--- src/rtl/platform_pkg.sv ---
// Platform-wide constants shared by bus slaves: Wishbone address width and
// machine-timer register offsets and default tick rate.
// Pure declarations: no latency, no flow control.
package platform_pkg;

  // Wishbone word address width used across the platform interconnect
  localparam int WB_AW = 30;

  // Machine timer clock cycles per mtime increment (platform top default)
  localparam int MTIMER_CLKS_PER_TICK = 1;

  // Machine timer word offsets, decoded from wb_adr[1:0]
  localparam logic [1:0] MTIMER_MTIME_LO_OFF    = 2'd0;
  localparam logic [1:0] MTIMER_MTIME_HI_OFF    = 2'd1;
  localparam logic [1:0] MTIMER_MTIMECMP_LO_OFF = 2'd2;
  localparam logic [1:0] MTIMER_MTIMECMP_HI_OFF = 2'd3;

  // Replace the byte lanes of cur_val selected by sel with those of wr_val
  function automatic logic [31:0] byte_merge(input logic [31:0] cur_val,
                                             input logic [31:0] wr_val,
                                             input logic [3:0]  sel);
    logic [31:0] res;
    res = cur_val;
    for (int i = 0; i < 4; i++) begin
      if (sel[i]) begin
        res[8*i +: 8] = wr_val[8*i +: 8];
      end
    end
    return res;
  endfunction

endpackage

--- src/rtl/wb_mtimer.sv ---
// RISC-V machine timer (mtime/mtimecmp + level irq) as a pipelined Wishbone B4 slave.
// Latency: every accepted request is acked exactly one cycle later; irq follows register changes by one cycle.
// Backpressure: none, stall is tied low and a request is accepted every cycle cyc&stb is high.
// Optional build macro MTIMER_SHADOW_READ_EN: a word-0 read latches mtime[63:32] so a
// following word-1 read returns a tear-free high half.
module wb_mtimer
  import platform_pkg::*;
#(
  parameter int CLKS_PER_TICK = platform_pkg::MTIMER_CLKS_PER_TICK,
  parameter int WB_AW         = platform_pkg::WB_AW
) (
  input  logic             clk_i,
  input  logic             rstn_i,
  input  logic             wb_cyc_i,
  input  logic             wb_stb_i,
  input  logic             wb_we_i,
  input  logic [WB_AW-1:0] wb_adr_i,
  input  logic [3:0]       wb_sel_i,
  input  logic [31:0]      wb_dat_i,
  output logic [31:0]      wb_dat_o,
  output logic             wb_ack_o,
  output logic             wb_stall_o,
  output logic             timer_irq_o
);

  // Prescaler width covers a terminal count of CLKS_PER_TICK-1 (up to 2^16-1)
  localparam int PW = (CLKS_PER_TICK > 1) ? $clog2(CLKS_PER_TICK) : 1;
  localparam logic [PW-1:0] PRESC_LAST = PW'(CLKS_PER_TICK - 1);

  logic [PW-1:0] presc_q, presc_d;
  logic [63:0]   mtime_q, mtime_d;
  logic [63:0]   mtimecmp_q, mtimecmp_d;
  logic          ack_q;
  logic [31:0]   dat_q, dat_d;
  logic          irq_q;

  logic          tick;
  logic          accept;
  logic          rd_req;
  logic [1:0]    word;
  logic          wr_mtime_lo, wr_mtime_hi;
  logic          wr_cmp_lo, wr_cmp_hi;
  logic [31:0]   rd_mux;
  logic [31:0]   mtime_hi_rd;

  // Only the low two address bits select a register; the rest are ignored
  logic adr_unused;
  assign adr_unused = ^wb_adr_i[WB_AW-1:2];

  assign word       = wb_adr_i[1:0];
  assign accept     = wb_cyc_i & wb_stb_i;
  assign rd_req     = accept & ~wb_we_i;
  assign wb_stall_o = 1'b0;

`ifdef MTIMER_SHADOW_READ_EN
  logic [31:0] shadow_q, shadow_d;

  // Capture the high half whenever the low half is read, so the pair is coherent
  always_comb begin
    shadow_d = shadow_q;
    if (rd_req && (word == MTIMER_MTIME_LO_OFF)) begin
      shadow_d = mtime_q[63:32];
    end
  end

  // Shadow register
  always_ff @(posedge clk_i) begin
    if (!rstn_i) begin
      shadow_q <= 32'd0;
    end else begin
      shadow_q <= shadow_d;
    end
  end

  assign mtime_hi_rd = shadow_q;
`else
  assign mtime_hi_rd = mtime_q[63:32];
`endif

  // Decode writes, compute next register values and the read response
  always_comb begin
    tick        = (presc_q == PRESC_LAST);
    presc_d     = tick ? '0 : presc_q + 1'b1;

    wr_mtime_lo = accept & wb_we_i & (word == MTIMER_MTIME_LO_OFF);
    wr_mtime_hi = accept & wb_we_i & (word == MTIMER_MTIME_HI_OFF);
    wr_cmp_lo   = accept & wb_we_i & (word == MTIMER_MTIMECMP_LO_OFF);
    wr_cmp_hi   = accept & wb_we_i & (word == MTIMER_MTIMECMP_HI_OFF);

    // A software write to either mtime half wins over the tick; unwritten
    // bytes keep the pre-increment value
    mtime_d = mtime_q;
    if (wr_mtime_lo || wr_mtime_hi) begin
      if (wr_mtime_lo) begin
        mtime_d[31:0] = byte_merge(mtime_q[31:0], wb_dat_i, wb_sel_i);
      end
      if (wr_mtime_hi) begin
        mtime_d[63:32] = byte_merge(mtime_q[63:32], wb_dat_i, wb_sel_i);
      end
    end else if (tick) begin
      mtime_d = mtime_q + 64'd1;
    end

    mtimecmp_d = mtimecmp_q;
    if (wr_cmp_lo) begin
      mtimecmp_d[31:0] = byte_merge(mtimecmp_q[31:0], wb_dat_i, wb_sel_i);
    end
    if (wr_cmp_hi) begin
      mtimecmp_d[63:32] = byte_merge(mtimecmp_q[63:32], wb_dat_i, wb_sel_i);
    end

    // Reads see the value present in the accept cycle
    rd_mux = 32'd0;
    case (word)
      MTIMER_MTIME_LO_OFF:    rd_mux = mtime_q[31:0];
      MTIMER_MTIME_HI_OFF:    rd_mux = mtime_hi_rd;
      MTIMER_MTIMECMP_LO_OFF: rd_mux = mtimecmp_q[31:0];
      MTIMER_MTIMECMP_HI_OFF: rd_mux = mtimecmp_q[63:32];
      default:                rd_mux = 32'd0;
    endcase

    // Write acks and idle cycles return zero data
    dat_d = rd_req ? rd_mux : 32'd0;
  end

  // State registers, bus response and interrupt level
  always_ff @(posedge clk_i) begin
    if (!rstn_i) begin
      presc_q    <= '0;
      mtime_q    <= 64'd0;
      mtimecmp_q <= 64'hFFFF_FFFF_FFFF_FFFF;
      ack_q      <= 1'b0;
      dat_q      <= 32'd0;
      irq_q      <= 1'b0;
    end else begin
      presc_q    <= presc_d;
      mtime_q    <= mtime_d;
      mtimecmp_q <= mtimecmp_d;
      ack_q      <= accept;
      dat_q      <= dat_d;
      // Compare the registered (already updated) values, so any change to
      // mtime or mtimecmp reaches the irq one cycle later
      irq_q      <= (mtime_q >= mtimecmp_q);
    end
  end

  assign wb_ack_o    = ack_q;
  assign wb_dat_o    = dat_q;
  assign timer_irq_o = irq_q;

endmodule

--- config.mk ---
export PLATFORM = sky130hd
export DESIGN_NAME = wb_mtimer
export DESIGN_NICKNAME = d
export VERILOG_FILES = /design/src/rtl/platform_pkg.sv /design/src/rtl/wb_mtimer.sv
export SDC_FILE = /design/constraint.sdc
export NUM_CORES = 1
export LEC_CHECK = 0
export CAP_MARGIN = 30
export CORE_MARGIN = 4
export CORE_UTILIZATION = 45
export DETAILED_ROUTE_END_ITERATION = 10
export DONT_BUFFER_PORTS = 1
export SLEW_MARGIN = 20
export SYNTH_ARGS = -nofsm -noshare
export SYNTH_HDL_FRONTEND = slang
export SYNTH_SLANG_ARGS = --single-unit
--- constraint.sdc ---
create_clock -name clk_i -period 5 [get_ports clk_i]
set_clock_uncertainty 0.1 [all_clocks]
set_input_delay 0.25 -clock clk_i [delete_from_list [all_inputs] [get_ports clk_i]]
set_output_delay 0.25 -clock clk_i [all_outputs]
set_load 0.01 [all_outputs]
==> results of run 1 <==
==> registers in the layout, indices dropped and copies added (netlist names) <==
name	count
mtime_q	64
mtimecmp_q	64
presc_q	1
timer_irq_o	1
wb_ack_o	1
wb_dat_o	32
==> metrics by stage <==
stage	area [µm²]	utilization, %
2_1_floorplan	9837	-
3_3_place_gp	9955	46.76
3_5_place_dp	9955	46.76
4_1_cts	11220	52.72
5_1_grt	11230	52.76
6_report	11230	52.76
==> per-layer routing <==
| metal | vias to the layer above | part of all wire [%] | GRT usage, % |
|---|---|---|---|
| li1 | 4506 | - | - |
| met1 | 4595 | 45 | 39.16 |
| met2 | 396 | 45 | 41.84 |
| met3 | 63 | 8.1 | 5.132 |
| met4 | 0 | 2.5 | 8.337 |
| met5 | - | 0 | 0 |
==> critical path, delay by kind of cell, from the launching register on <==
kind / cells / cell delay, ns
flops: 1 / 0.47
compound gates: 1 / 0.18
simple gates: 5 / 2.55
==> power by group <==
part	total, mW	switching (mW)	leakage, nW	internal [mW]
Combinational	0.237	0.130	3.03	0.107
Sequential	1.37	0.0414	1.32	1.33
Clock	1.41	0.581	0.300	0.828
Total	3.01	0.752	4.65	2.26
==> worst max-delay path by stage <==
stage / to / slack [ns]
6_report: mtime_q[63] / 1.62
4_1_cts: mtime_q[63] / 1.76
5_1_grt: mtime_q[63] / 1.49
3_3_place_gp: mtime_q[59] / 1.84
2_1_floorplan: mtime_q[60] / 2.58
3_5_place_dp: mtime_q[63] / 1.79
==> what timing repair did <==
action / in CTS / in global routing
endpoints found under the setup margin: 0 / 0
hold buffers: 63 / 0
hold endpoints to repair: 116 / 0
==> cells in the final DEF (no fill, tap or decap), drive strengths merged, types with 12 or more instances in the layout <==
master	instances
o211ai	53
clkbuf	21
nand4	33
a21oi	64
a31oi	13
nor2b	35
ha	65
nor4	22
nor3	34
dfxtp	163
and3	18
nand2	158
o21ai	54
nor2	73
nand3	95
mux4	32
dlygate4sd3	62
inv	74
a21o	12
==> kinds of logic after synthesis <==
family / Yosys count / synth area share, %
DFF: 163 / 33.18
and+or+nand+nor: 506 / 25.58
other: 1 / 0.03814
muxes: 39 / 8.067
AOI/OAI and AO/OA: 284 / 19.21
buffers and inverters: 146 / 5.650
adders and majority gates: 65 / 8.271
==> layout make-up <==
| class | instances | area [µm²] |
|---|---|---|
| Fill cell | 2014 | 10060 |
| Clock inverter | 11 | 150.1 |
| Tap cell | 275 | 344.1 |
| Timing Repair Buffer | 70 | 700.7 |
| Multi-Input combinational cell | 896 | 6025 |
| Clock buffer | 21 | 470.5 |
| Sequential cell | 163 | 3263 |
| Inverter | 74 | 277.8 |
==> results.md, run 1 <==
- Routed Antenna Nets: 0
- Pwr/cell area: 268.2 nW/µm²
- Synth Register Bits: 163
- Tot GR Track Use: 27.30%
- Pins Over Slew Limit: 0
- Post-Layout Cell Count: 1,510
- Crit path max fanout: 14
- Minimum clock period: 3.382 ns
- Final wirelength: 33.12 mm
- Hold-critical path depth: 2
- R2R Path End: mtime_q[63]
- RSZ-0062 raised after global routing: no
- EDFF count, synth: 0
- I/O Buffers: 0
- Normalized max-slew margin: 39.58%
- Max-cap violations: 0
- Die area: 24,280 µm²
- Asr flop ratio synth: 0%
- Post-synth top area share: 33.18%
- CTS tree: built
- Syn Area/Cell: 8.167 µm²
- Synth top cells by count: dfxtp_1 (163), nand2_1 (158), nand3_1 (94)
- Hold endpoint: wb_dat_o[22]
- Num rows: 53
- WL/cell: 21.94 µm
- Placement Setup Slack: 1.788 ns
- Layout cell share with drive strength beyond 1: 7.206%
- R2R Setup Slk: 1.62 ns
- Initial core utilization: 46.19%
- Sequential area share after synthesis: 33.18%
- Synth area leader: dfxtp_1
- Synth Cell Area: 9833 µm²
- Number of vias per cell: 6.331
- NumNets Final: 1,358
- Setup tns final: 0 ns
- Initial antenna violation count: 0
- Post-synth top flop: dfxtp_1
- PnR worst setup slack: 1.618 ns
- Hold_sp: wb_adr_i[1]
- Area growth syn-to-layout: 14.21%
- Worst setup path class: reg -> reg
- Final Hold Violating Endpoints: 0
- ANT cells: 0
- Top-count cell post-synth: dfxtp_1
- Placed insts: 1,414
- LEAKAGE: 4.646 nW
- Final Cycle Share: 67.65%
- Crit start category: register
- Yosys cell types: 72
- CP required: 5.26 ns
- Post-Synthesis Cells: 1,204
- Hold_ws: 0.01473 ns
- DR iter-0 viols: 820
- DP HPWL: 21.87 mm
- Largest stage delay, worst path: 0.67 ns
- IO Count: 106
- Deepest clock path buffer count: 2
- Outcome: complete, no violations
- Vias post-DR: 9,560
- Pre-Repair DR Iteration Count: 6
- Peak Freq: 0.2957 GHz
- Die height: 155.8 µm
- Final-report setup violation count: 0
- Slowest CP cell: nor3_2
- Crit path from: mtime_q[0]
- Worst Tran Pin Value: 0.9057 ns
- HP Class: in -> reg
- Crit path DAT: 3.65 ns
- Total core area: 21,290 µm²
- Vias in the first global route: 9,133
- Num CTS Buffers: 17
- Skew-Pair Late Insertion Delay: 0.44 ns
- PnR Total Power: 3.013 mW
- CTS root buf: clkbuf_16
- Setup bufs post-CTS: 0
- Worst r2r src: mtime_q[0]
- DRC errors left: 0
- Crit path cell chain: nand3_1 -> nor3_2 -> nand4_2 -> or2_1 -> or4_1 -> a31oi_1
- Crit end category: register
- H-tree Lvls: 4
- Largest net degree at the start of global routing: 102
- Die Wd: 155.8 µm
- Clock net sink count: 163
- Yosys warnings: 0
- First-pass GRT wire length: 52.12 mm
- Synth top area cells: dfxtp_1 (33%), ha_1 (8.3%), mux4_2 (7.3%)
- FF-to-FF path depth: 6
- Peak supply drop: 0.1742 mV
- Reg clk slew, reported paths: 0.07 ns
- Post-cts sizing count: 0
- GPL Wtd Cong: 0.8823
- GR Overflow Total: 0
(Power assumes the default switching activity.)
==> run 2, diff against run 1 <==
Clock period 5 ns to 3.2 ns, I/O delays scaled along.
==> run 2 against run 1 <==
Compared with the run above:
- maximum frequency up 20%
- worst setup slack worse by 1.2 ns
- global-route usage down 0.089 points
- hold slack worse by 0.011 ns
- critical path depth unchanged
- critical endpoint is now mtime_q[51]
==> results.md, run 2 (synthesis results as in run 1) <==
- Placed cell area: 10,190 µm² (+2.3%)
- Routed Antenna Nets: 0 (unchanged)
- DP HPWL: 22.73 mm (+3.9%)
- Worst setup path class: reg -> reg
- Num rows: 53 (unchanged)
- Deepest clock path buffer count: 2 (unchanged)
- CP required: 3.46 ns (-1.80 ns)
- GR Overflow Total: 0 (unchanged)
- Layout cell share with drive strength beyond 1: 9.543% (+2.3 points)
- Clock net sink count: 163 (unchanged)
- ANT cells: 0 (unchanged)
- Initial antenna violation count: 0 (unchanged)
- Cell repeated most along the worst path: or4_1
- Die Wd: 155.8 µm (unchanged)
- Pins Over Slew Limit: 0 (unchanged)
- Final Cycle Share: 87.74% (+20 points)
- Skew-Pair Late Insertion Delay: 0.44 ns (about the same)
- Most frequent cells in the layout: dfxtp_1 (163), nand2_1 (158), nand3_1 (94)
- WL/cell: 21.23 µm (-3.2%)
- Peak supply drop: 0.3362 mV (+93%)
- Die area: 24,280 µm² (unchanged)
- RSZ-0062 raised after global routing: no
- DRC errors left: 0 (unchanged)
- H-tree Lvls: 4 (unchanged)
- CTS root buf: clkbuf_16
- Pwr/cell area: 406.9 nW/µm² (+52%)
- Area growth syn-to-layout: 16.97%
- HP Class: in -> reg
- Post-CTS Hold Buffers: 66 (+4.8%)
- Crit start category: register
- Tot GR Track Use: 27.21% (-0.089 points)
- Vias post-DR: 9,514 (-0.48%)
- GPL Wtd Cong: 0.9087 (+3.0%)
- Final Hold Violating Endpoints: 0 (unchanged)
- Placed insts: 1,445 (+2.2%)
- Setup tns final: 0 ns (unchanged)
- Final-report setup violation count: 0 (unchanged)
- Num CTS Buffers: 17 (unchanged)
- CTS tree: built
- DR iter-0 viols: 1,031 (+26%)
- LEAKAGE: 4.827 nW (+3.9%)
- Outcome: complete, no violations
- Number of vias per cell: 6.166 (-2.6%)
- Final wirelength: 32.76 mm (-1.1%)
- Total core area: 21,290 µm² (unchanged)
- Post-cts sizing count: 0 (unchanged)
- Crit path cell chain: nand3_2 -> or4_1 -> nor2_1 -> nand4_1 -> or4_1 -> a31oi_1
- Minimum clock period: 2.808 ns (-0.5745 ns)
- Max-cap violations: 0 (unchanged)
- Largest stage delay, worst path: 0.75 ns (+0.08 ns)
- First-pass GRT wire length: 52.03 mm (-0.17%)
- Fill cells: 2,031 (+0.84%)
- Crit path max fanout: 8 (-6)
- Worst Tran Pin Value: 0.8515 ns (-0.05424 ns)
- Post-route cell area: 11,500 µm² (+2.4%)
- I/O Buffers: 0 (unchanged)
- Reg clk slew, reported paths: 0.06 ns (about the same)
- Slowest CP cell: or4_1
- Normalized max-slew margin: 43.02% (+3.4 points)
- Crit end category: register
- Commonest non-fill, non-tap cell in the layout: dfxtp_1
- Initial core utilization: 46.19% (unchanged)
- Die height: 155.8 µm (unchanged)
- Setup bufs post-CTS: 0 (unchanged)
- NumNets Final: 1,392 (+2.5%)
- Largest net degree at the start of global routing: 105 (+2.9%)
- Crit path DAT: 3.07 ns (-0.58 ns)
- Post-Layout Cell Count: 1,543 (+2.2%)
- IO Count: 106 (unchanged)
- Peak Freq: 0.3562 GHz (+20%)
- Vias in the first global route: 8,950 (-2.0%)
- Pre-Repair DR Iteration Count: 5 (-1)
run 2: area by class of cell:
class                      count  area (µm²)  area share (%)
timing repair buffer         104       994.7           8.648
sequential                   163        3263           28.37
tap                          275       344.1           2.991
clock buffer                  19       442.9           3.851
inverter                      74       277.8           2.415
multi-input combinational    896        6025           52.38
clock inverter                12       155.1           1.349
run 2: worst paths after layout:
path / end / start / slack [ns] / cells after the start
max reg2reg: mtime_q[51] / mtime_q[9] / 0.39 / 6
min: wb_dat_o[0] / wb_adr_i[0] / 0.004 / 2
min reg2reg: mtimecmp_q[59] / mtimecmp_q[59] / 0.38 / 2
max: mtime_q[51] / mtime_q[9] / 0.39 / 6
run 2: power breakdown:
group	leakage (nW)	internal, mW	switching [mW]	total, mW
clock network	0.290	1.25	0.885	2.13
registers	1.32	2.07	0.0595	2.13
logic	3.22	0.182	0.236	0.418
total	4.83	3.50	1.18	4.68
run 2: routing by layer:
layer | GRT usage, % | up-vias | share of wire [%]
met5 | 0 | - | 0
met4 | 6.920 | 0 | 1.5
li1 | - | 4567 | -
met2 | 42.56 | 365 | 46
met3 | 4.272 | 37 | 6.8
met1 | 39.40 | 4545 | 46
run 2: critical path: cells and delay by family, from the launching register on:
| kind | cells | cell delay (ns) |
|---|---|---|
| AO/OA/AOI/OAI | 1 | 0.16 |
| AND/OR/NAND/NOR | 5 | 1.99 |
| flip-flops | 1 | 0.49 |
run 2: through the flow:
step / total power, mW / util (%) / hold slack [ns] / setup WS (ns)
2_1_floorplan: 2.419 / - / 0.1885 / 0.7824
3_3_place_gp: 2.463 / 47.86 / 0.1376 / 0.4516
3_5_place_dp: 2.466 / 47.86 / 0.1395 / 0.4241
4_1_cts: 4.714 / 53.98 / 0.001869 / 0.4148
5_1_grt: 4.851 / 54.04 / 0.0003353 / 0.2166
6_report: 4.680 / 54.04 / 0.004192 / 0.3923
